===== src/rtl/score_neighbor_reader.sv =====
// Fetches diag/up/left neighbour scores for cell (i,j) from the score RAM, one read per cycle.
// Latency 4 cycles start->valid (1 cycle for out-of-range); start is ignored while busy.
module score_neighbor_reader #(
  parameter int N           = 128,
  parameter int BitAddr     = $clog2(N+1),
  parameter int addr_lenght = $clog2((N+1)*(N+1))
) (
  input  logic                   clk,
  input  logic                   rst,
  input  logic                   start,
  input  logic [BitAddr:0]       i,
  input  logic [BitAddr:0]       j,
  input  logic signed [8:0]      ram_dout,
  output logic                   ram_en,
  output logic [addr_lenght-1:0] ram_addr,
  output logic                   busy,
  output logic                   valid,
  output logic                   err,
  output logic signed [8:0]      diag,
  output logic signed [8:0]      up,
  output logic signed [8:0]      left
);

  typedef enum logic [2:0] {IDLE, S_DIAG, S_UP, S_LEFT, S_LAST, S_ERR} state_t;

  localparam logic [BitAddr:0]       NIDX = (BitAddr+1)'(N);
  localparam logic [addr_lenght-1:0] RW   = addr_lenght'(N+1);

  state_t                 state_q, state_d;
  logic [BitAddr:0]       i_q, i_d, j_q, j_d;
  logic                   ram_en_q, ram_en_d;
  logic [addr_lenght-1:0] ram_addr_q, ram_addr_d;
  logic                   busy_q, busy_d;
  logic                   valid_q, valid_d;
  logic                   err_q, err_d;
  logic signed [8:0]      diag_q, diag_d, up_q, up_d, left_q, left_d;
  logic [addr_lenght-1:0] base_addr;

  // Top-left corner of the 2x2 neighbourhood in the padded (N+1)-wide matrix.
  function automatic logic [addr_lenght-1:0] cell_addr(input logic [BitAddr:0] row,
                                                        input logic [BitAddr:0] col);
    return addr_lenght'(col) + RW * addr_lenght'(row);
  endfunction

  assign base_addr = cell_addr(i_q, j_q);

  always_comb begin
    state_d    = state_q;
    i_d        = i_q;
    j_d        = j_q;
    ram_en_d   = ram_en_q;
    ram_addr_d = ram_addr_q;
    busy_d     = busy_q;
    valid_d    = 1'b0;
    err_d      = err_q;
    diag_d     = diag_q;
    up_d       = up_q;
    left_d     = left_q;
    unique case (state_q)
      IDLE: begin
        if (start) begin
          busy_d = 1'b1;
          if (i < NIDX && j < NIDX) begin
            i_d        = i;
            j_d        = j;
            err_d      = 1'b0;
            ram_en_d   = 1'b1;
            ram_addr_d = cell_addr(i, j);
            state_d    = S_DIAG;
          end else begin
            state_d = S_ERR;
          end
        end
      end
      S_DIAG: begin
        ram_en_d   = 1'b1;
        ram_addr_d = base_addr + addr_lenght'(1);
        state_d    = S_UP;
      end
      S_UP: begin
        diag_d     = ram_dout;
        ram_en_d   = 1'b1;
        ram_addr_d = base_addr + RW;
        state_d    = S_LEFT;
      end
      S_LEFT: begin
        up_d       = ram_dout;
        ram_en_d   = 1'b0;
        ram_addr_d = '0;
        state_d    = S_LAST;
      end
      S_LAST: begin
        left_d  = ram_dout;
        valid_d = 1'b1;
        busy_d  = 1'b0;
        state_d = IDLE;
      end
      S_ERR: begin
        valid_d = 1'b1;
        err_d   = 1'b1;
        busy_d  = 1'b0;
        diag_d  = '0;
        up_d    = '0;
        left_d  = '0;
        state_d = IDLE;
      end
      default: state_d = IDLE;
    endcase
  end

  always_ff @(posedge clk or negedge rst) begin
    if (!rst) begin
      state_q    <= IDLE;
      i_q        <= '0;
      j_q        <= '0;
      ram_en_q   <= 1'b0;
      ram_addr_q <= '0;
      busy_q     <= 1'b0;
      valid_q    <= 1'b0;
      err_q      <= 1'b0;
      diag_q     <= '0;
      up_q       <= '0;
      left_q     <= '0;
    end else begin
      state_q    <= state_d;
      i_q        <= i_d;
      j_q        <= j_d;
      ram_en_q   <= ram_en_d;
      ram_addr_q <= ram_addr_d;
      busy_q     <= busy_d;
      valid_q    <= valid_d;
      err_q      <= err_d;
      diag_q     <= diag_d;
      up_q       <= up_d;
      left_q     <= left_d;
    end
  end

  assign ram_en   = ram_en_q;
  assign ram_addr = ram_addr_q;
  assign busy     = busy_q;
  assign valid    = valid_q;
  assign err      = err_q;
  assign diag     = diag_q;
  assign up       = up_q;
  assign left     = left_q;

endmodule


===== config.mk =====
export PLATFORM = sky130hd
export DESIGN_NAME = score_neighbor_reader
export DESIGN_NICKNAME = d
export VERILOG_FILES = /design/src/rtl/score_neighbor_reader.sv
export SDC_FILE = /design/constraint.sdc
export NUM_CORES = 1
export LEC_CHECK = 0
export BUFFER_PORTS_ARGS = -buffer_cell sky130_fd_sc_hd__buf_2
export CORE_MARGIN = 4
export CORE_UTILIZATION = 30
export CTS_CLUSTER_SIZE = 30
export DETAILED_ROUTE_END_ITERATION = 7
export GPL_TIMING_DRIVEN = 0
export PLACE_DENSITY = 0.48
export SETUP_SLACK_MARGIN = 0.5
export SYNTH_ARGS = -nofsm -noshare
export SYNTH_HDL_FRONTEND = slang
export SYNTH_SLANG_ARGS = --single-unit

===== constraint.sdc =====
create_clock -name clk -period 9.5 [get_ports clk]
set_input_delay 0.95 -clock clk [delete_from_list [all_inputs] [get_ports clk]]
set_output_delay 0.95 -clock clk [all_outputs]
set_load 0.02 [all_outputs]

==> results of run 1 <==
## cell type report
| class | instances | area share |
|---|---|---|
| multi-input cells | 393 | 0.518 |
| clock buffers | 9 | 0.0385 |
| flip-flops and latches | 67 | 0.287 |
| well taps | 216 | 0.0462 |
| clock inverters | 7 | 0.0130 |
| plain buffers | 19 | 0.0184 |
| inverters | 23 | 0.0148 |
| repair buffers | 75 | 0.0646 |
## worst max-delay path, cell delays in order (launching register included)
cell and delay [ps]:
dfrtp_1 430, ha_1 310, ha_1 280, ha_1 280, ha_1 200, inv_1 60, fa_1 390, nand2b_1 260
a21o_1 220, a21boi_0 150, ha_1 340, nor4b_1 270, a31oi_1 180, nor3_2 220, nor3b_2 290, a21oi_1 100
o31ai_1 250
## cells by family after synthesis
logic type / synth area share
adder cells (fa/ha/maj): 0.213
multiplexers: 0.0299
AND/OR/NAND/NOR: 0.165
buffers and inverters: 0.0396
XOR/XNOR: 0.0477
flip-flops: 0.342
AO/OA/AOI/OAI: 0.162
## how the worst max path moves through the flow
stage	to	slack, ps
6_report	ram_addr[14]$_DFFE_PN0P_	5160
5_1_grt	ram_addr[14]$_DFFE_PN0P_	4840
4_1_cts	ram_addr[14]$_DFFE_PN0P_	5140
3_5_place_dp	ram_addr[14]$_DFFE_PN0P_	5180
3_3_place_gp	ram_addr[12]$_DFFE_PN0P_	5210
2_1_floorplan	ram_addr[12]$_DFFE_PN0P_	5680
## layout by cell type, fill, tap and decap left out, drive strengths merged, types with 14 or more instances in the layout
cell type	n
dfrtp	67
buf	79
o21ai	27
clkbuf	24
a21oi	36
xnor2	14
ha	74
nor2b	15
nor2	39
nand2	49
inv	25
## layer usage
layer,track usage,part of all wire,routed length (um),up-vias
met4,0.0386,0.014,184,2
li1,-,-,-,1960
met5,0,0.00061,8,-
met2,0.239,0.46,6020,100
met3,0.0392,0.056,736,20
met1,0.193,0.47,6090,1905
## synthesized netlist by cell type (4+ instances only)
master / count
ha_1: 74
dfrtp_1: 67
nand2_1: 49
nor2_1: 38
a21oi_1: 35
o21ai_0: 25
inv_1: 22
nor2b_1: 15
clkbuf_1: 13
xnor2_1: 13
nand2b_1: 12
mux2_2: 11
o22ai_1: 11
nand3_1: 10
xor2_1: 10
a221oi_1: 9
fa_1: 6
and2_1: 5
nor3_1: 5
o211ai_1: 5
a21o_1: 4
## power by group through the flow
stage / registers [mW] / logic [mW] / clock network (mW)
final: 0.521 / 1.59 / 0.343
after global routing: 0.541 / 1.80 / 0.368
after CTS: 0.522 / 1.63 / 0.352
after detailed placement: 0.527 / 1.62 / 0
after global placement: 0.521 / 1.59 / 0
after floorplan: 0.614 / 1.08 / 0
## registers in the layout, summed over array words and instances, names as in the netlist
name	cells
busy	1
diag	9
err	1
i_q	9
j_q	9
left	9
ram_addr	15
ram_en	1
state_q	3
up	9
valid	1
## metrics by stage
| step | power (mW) | worst slack (ps) | util | std cells | hold slack, ps |
|---|---|---|---|---|---|
| 5_1_grt | 2.70 | 4840 | 0.367 | 809 | 503 |
| 6_report | 2.46 | 5160 | 0.367 | 809 | 476 |
| 3_5_place_dp | 2.15 | 5180 | 0.348 | 793 | 470 |
| 3_3_place_gp | 2.12 | 5210 | 0.348 | 793 | 461 |
| 4_1_cts | 2.51 | 5140 | 0.367 | 809 | 483 |
| 2_1_floorplan | 1.70 | 5680 | - | 502 | 458 |
==> impl_metrics.py, run 1 <==
metrics = {
    "clock_network": {
        "htree_levels": 3,
        "cts_hold_buf": 0,
        "clock_tree.root_cell": "clkbuf_16",
        "clkTransAtPathRegs_ps": 60,
        "numCtsBuffers": 9,
        "clock-sinks": 67,
        "cts_tree": "yes",
        "clockBufferDepth": 2,
        "postCtsSetupBuffers": 0,
        "post_cts_resized": 0,
        "worstSkewPairLatency_ps": 340,
    },
    "job": {
        "drv_cap": 0,
    },
    "pwr": {
        "swShare": 0.484,
        "p_sw_mw": 1.19,
        "internal-power_mw": 1.27,
        "p_comb_frac": 0.648,
        "leakagePower_nw": 2.81,
        "seq_power_share": 0.212,
        "vdd.ir_drop.worst_v": 0.000193,
        "clockPowerShare": 0.140,
        "power_density_mw_per_mm2": 420,
    },
    "cells_and_area": {
        "drive_gt1_frac": 0.223,
        "final_area_mm2": 0.00585,
        "finalNetCount": 698,
        "seq_area_mm2": 0.00168,
        "synthToLayoutAreaGrowth_pct": 19.4,
        "fillers": 1685,
        "multi_input_area_mm2": 0.00303,
        "n_antenna_cell": 0,
    },
    "synth": {
        "synthCells": 502,
        "syn-num-nets": 612,
        "synthTopCellsByArea": "dfrtp_1, ha_1, nand2_1",
        "syn_area_mm2": 0.00490,
        "synth_cell_types": 69,
        "yosysSeqAreaShare": 0.342,
        "ys_seq_elements": 67,
        "synth_edf_count": 0,
        "yosysWarnings": 0,
        "synth.avg_cell_area_um2": 9.76,
        "synth_top_area_frac": 0.342,
        "synth_ff_type": "dfrtp_1",
        "synth_area_leader_cell": "dfrtp_1",
        "async_flop_share": 1.00,
    },
    "die": {
        "coreArea_mm2": 0.0159,
        "die_h_um": 136,
        "die_w_um": 136,
        "rows": 46,
        "start_util": 0.307,
        "io_pins": 76,
        "dieArea_mm2": 0.0184,
    },
    "worst_setup_path": {
        "critPathKind": "reg2reg",
        "r2r_start": "i_q[3]$_DFFE_PN0P_",
        "r2r.worst_path.cells": 16,
        "end_kind": "flop",
        "start_kind": "flop",
        "path_max_fanout": 4,
        "required_ps": 9740,
        "r2r_setup_slack_ps": 5160,
        "startpoint": "i_q[3]$_DFFE_PN0P_",
        "r2r_end": "ram_addr[14]$_DFFE_PN0P_",
        "arrival_ps": 4580,
    },
    "route": {
        "wl_per_cell_um": 16.1,
        "vias": 3987,
        "drt_iter0_drc": 166,
        "routed_wl_um": 13000,
        "avgViaCountPerCell": 4.93,
        "drc": 0,
        "firstDrtPassIters": 5,
        "ant_nets": 0,
    },
    "timing": {
        "hold_viol_final": 0,
        "fmax_mhz": 231,
        "period_share": 0.457,
        "rsz0062_at_grt": "false",
        "setup_violations": 0,
        "fin_setup_tns_ps": 0,
        "max_slew.worst_pin.slew_ps": 873,
        "slew_headroom": 0.418,
        "period_needed_ps": 4340,
        "fin_skew_ps": 4.56,
        "slew_viol_final": 0,
    },
    "place": {
        "gp_congestion": 0.815,
        "numPortBuffers": 75,
        "post_dp_cell_area_mm2": 0.00555,
        "post-dp-hpwl_um": 10200,
    },
    "global_routing": {
        "grt_max_degree": 68,
        "grt_overflow_total": 0,
        "grt_pass1_wl_um": 21100,
        "grt_pass1_vias": 4017,
        "grtUsageTotal": 0.147,
        "antenna_found_initial": 1,
    },
    "worst_hold_path": {
        "hp-start": "left[3]$_DFFE_PN0N_",
        "hold_depth": 2,
        "min_to": "left[3]$_DFFE_PN0N_",
        "hp-class": "reg2reg",
    },
    "status": {
        "outcome": "complete, no violations",
    },
}
(Power assumes the default switching activity.)
==> run 2, diff against run 1 <==
Settings changed: PLACE_DENSITY 0.48 to 0.49.
Clock period 9.5 ns to 3.9 ns, I/O delays scaled along.
==> run 2 against run 1 <==
Sequential share of layout area down 2.7 points. Critical path depth increased by 2. Via count rose by 2.4%. Clock skew rose by 6.6 ps. Routed wire length up 2.7%. First-iteration DRC count is 13% higher. Worst hold slack got worse by 310 ps. Maximum frequency increased by 15%. Flip-flop and latch count stayed put. Register-to-register slack got worse by 5000 ps. Count of clock-buffer cells in the layout rose by 2. Utilization is 3.9 points higher. Critical endpoint is now ram_addr[12]$_DFFE_PN0P_. Largest cell class unchanged.
==> impl_metrics.py, run 2 (synthesis results as in run 1) <==
metrics = {
    "route": {
        "drt-met1-wl_um": 6330,
        "vias": 4083,
        "met3_wirelength_um": 700,
        "drc": 0,
        "firstDrtPassIters": 4,
        "routed_wl_um": 13400,
        "avgViaCountPerCell": 4.92,
        "wl_per_cell_um": 16.1,
        "highest_layer": "met4",
        "ant_nets": 0,
        "drt_iter0_drc": 188,
        "route.met2.wl_um": 6230,
    },
    "timing": {
        "slew_viol_final": 0,
        "fin_skew_ps": 11.2,
        "holdWs_ps": 166,
        "period_share": 0.967,
        "hold_viol_final": 0,
        "rsz0062_at_grt": "true",
        "period_needed_ps": 3770,
        "fmax_mhz": 265,
        "max_slew.worst_pin.slew_ps": 865,
        "setup_violations": 0,
        "slew_headroom": 0.423,
    },
    "cells_and_area": {
        "drive_gt1_frac": 0.313,
        "final_cell_mix": "buf_2, dfrtp_1, ha_1",
        "largest_reg_flops": 15,
        "finalNetCount": 719,
        "synthToLayoutAreaGrowth_pct": 32.1,
        "n_antenna_cell": 0,
        "layout_commonest_cell": "buf_2",
    },
    "worst_setup_path": {
        "end_kind": "flop",
        "required_ps": 4090,
        "r2r_start": "i_q[3]$_DFFE_PN0P_",
        "path_max_fanout": 3,
        "start_kind": "flop",
        "critPathKind": "reg2reg",
        "arrival_ps": 3970,
        "startpoint": "i_q[3]$_DFFE_PN0P_",
    },
    "die": {
        "io_pins": 76,
        "die_w_um": 136,
        "coreArea_mm2": 0.0159,
        "start_util": 0.307,
        "die_h_um": 136,
        "dieArea_mm2": 0.0184,
        "rows": 46,
    },
    "global_routing": {
        "antenna_found_initial": 0,
        "grtUsageTotal": 0.149,
        "grt_pass1_wl_um": 21300,
        "grt_pass1_vias": 4060,
        "grt_overflow_total": 0,
        "grt_max_degree": 68,
    },
    "worst_hold_path": {
        "hp-class": "in2async",
    },
    "clock_network": {
        "htree_levels": 3,
        "numCtsBuffers": 9,
        "cts_tree": "yes",
        "clock-sinks": 67,
        "worstSkewPairLatency_ps": 340,
        "clkTransAtPathRegs_ps": 60,
        "clock_tree.root_cell": "clkbuf_16",
        "clockBufferDepth": 2,
    },
    "place": {
        "post-dp-hpwl_um": 10300,
        "gp_congestion": 0.808,
        "numPortBuffers": 75,
    },
    "status": {
        "outcome": "complete, no violations",
    },
    "job": {
        "drv_cap": 0,
    },
}
[run 2: changes by cell type in the layout (fill, tap and decap cells not counted), moves of 2 or more]
cell / before / now
ha_1: 74 / 51
ha_4: 0 / 23
nand2b_4: 0 / 2
clkinv_2: 2 / 0
buf_4: 1 / 20
nand2b_1: 12 / 10
a221oi_2: 0 / 3
a221oi_1: 9 / 6
buf_6: 2 / 4
[run 2: worst paths after layout]
kind / to / slack (ps) / depth (start not counted)
max in group asynchronous: i_q[5]$_DFFE_PN0P_ / 3140 / 1
setup reg to reg: ram_addr[12]$_DFFE_PN0P_ / 130 / 18
min in group clk: j_q[1]$_DFFE_PN0P_ / 310 / 2
hold / removal: ram_addr[1]$_DFFE_PN0P_ / 170 / 1
hold reg to reg: left[3]$_DFFE_PN0N_ / 470 / 2
setup / recovery: ram_addr[12]$_DFFE_PN0P_ / 130 / 18
[run 2: metal layers]
metal  vias up  global-route usage
met3        14              0.0300
met1      1971               0.212
met4         0              0.0347
met5         -                   0
met2       100               0.233
li1       1998                   -
[run 2: through the flow]
stage	area (um^2)	utilization	setup TNS, ps	std cells	setup slack [ps]
6_report	6470	0.406	0	830	127
5_1_grt	6470	0.406	-40.9	830	-40.9
3_3_place_gp	5620	0.352	-344	793	-211
2_1_floorplan	4970	-	0	502	207
3_5_place_dp	5620	0.352	-482	793	-281
4_1_cts	6270	0.394	0	826	167
[run 2: layout make-up]
type	instances	area, um^2
Buffer	19	108
Clock buffer	11	243
Clock inverter	5	62.6
Fill cell	1614	9470
Inverter	23	86.3
Multi-Input combinational cell	393	3480
Sequential cell	67	1680
Tap cell	216	270
Timing Repair Buffer	96	543
[run 2: worst max-delay path, cell delays in order (launching register included)]
cell and delay, ps:
dfrtp_1 430, ha_4 290, ha_4 190, ha_4 260, ha_4 120, inv_2 30, fa_2 330, nand2b_4 160
buf_6 120, nand2b_4 60, nand2_4 50, a21boi_4 200, ha_4 160, nor4b_4 240, a31oi_4 150, nor3_4 260
nor3b_4 270, xor2_1 180, o221ai_1 140
[run 2: what timing repair did]
action | CTS | global route
pin swaps | 23 | 17
resized for setup | 27 | 22
gates cloned | 0 | 0
hold buffers | 0 | 0
setup endpoints to repair | 8 | 8
buffers inserted | 17 | 4
Power of run 2 is left out: the tool's default activity adds up to more than one toggle a clock period on the data nets, which glitch-free logic cannot reach.
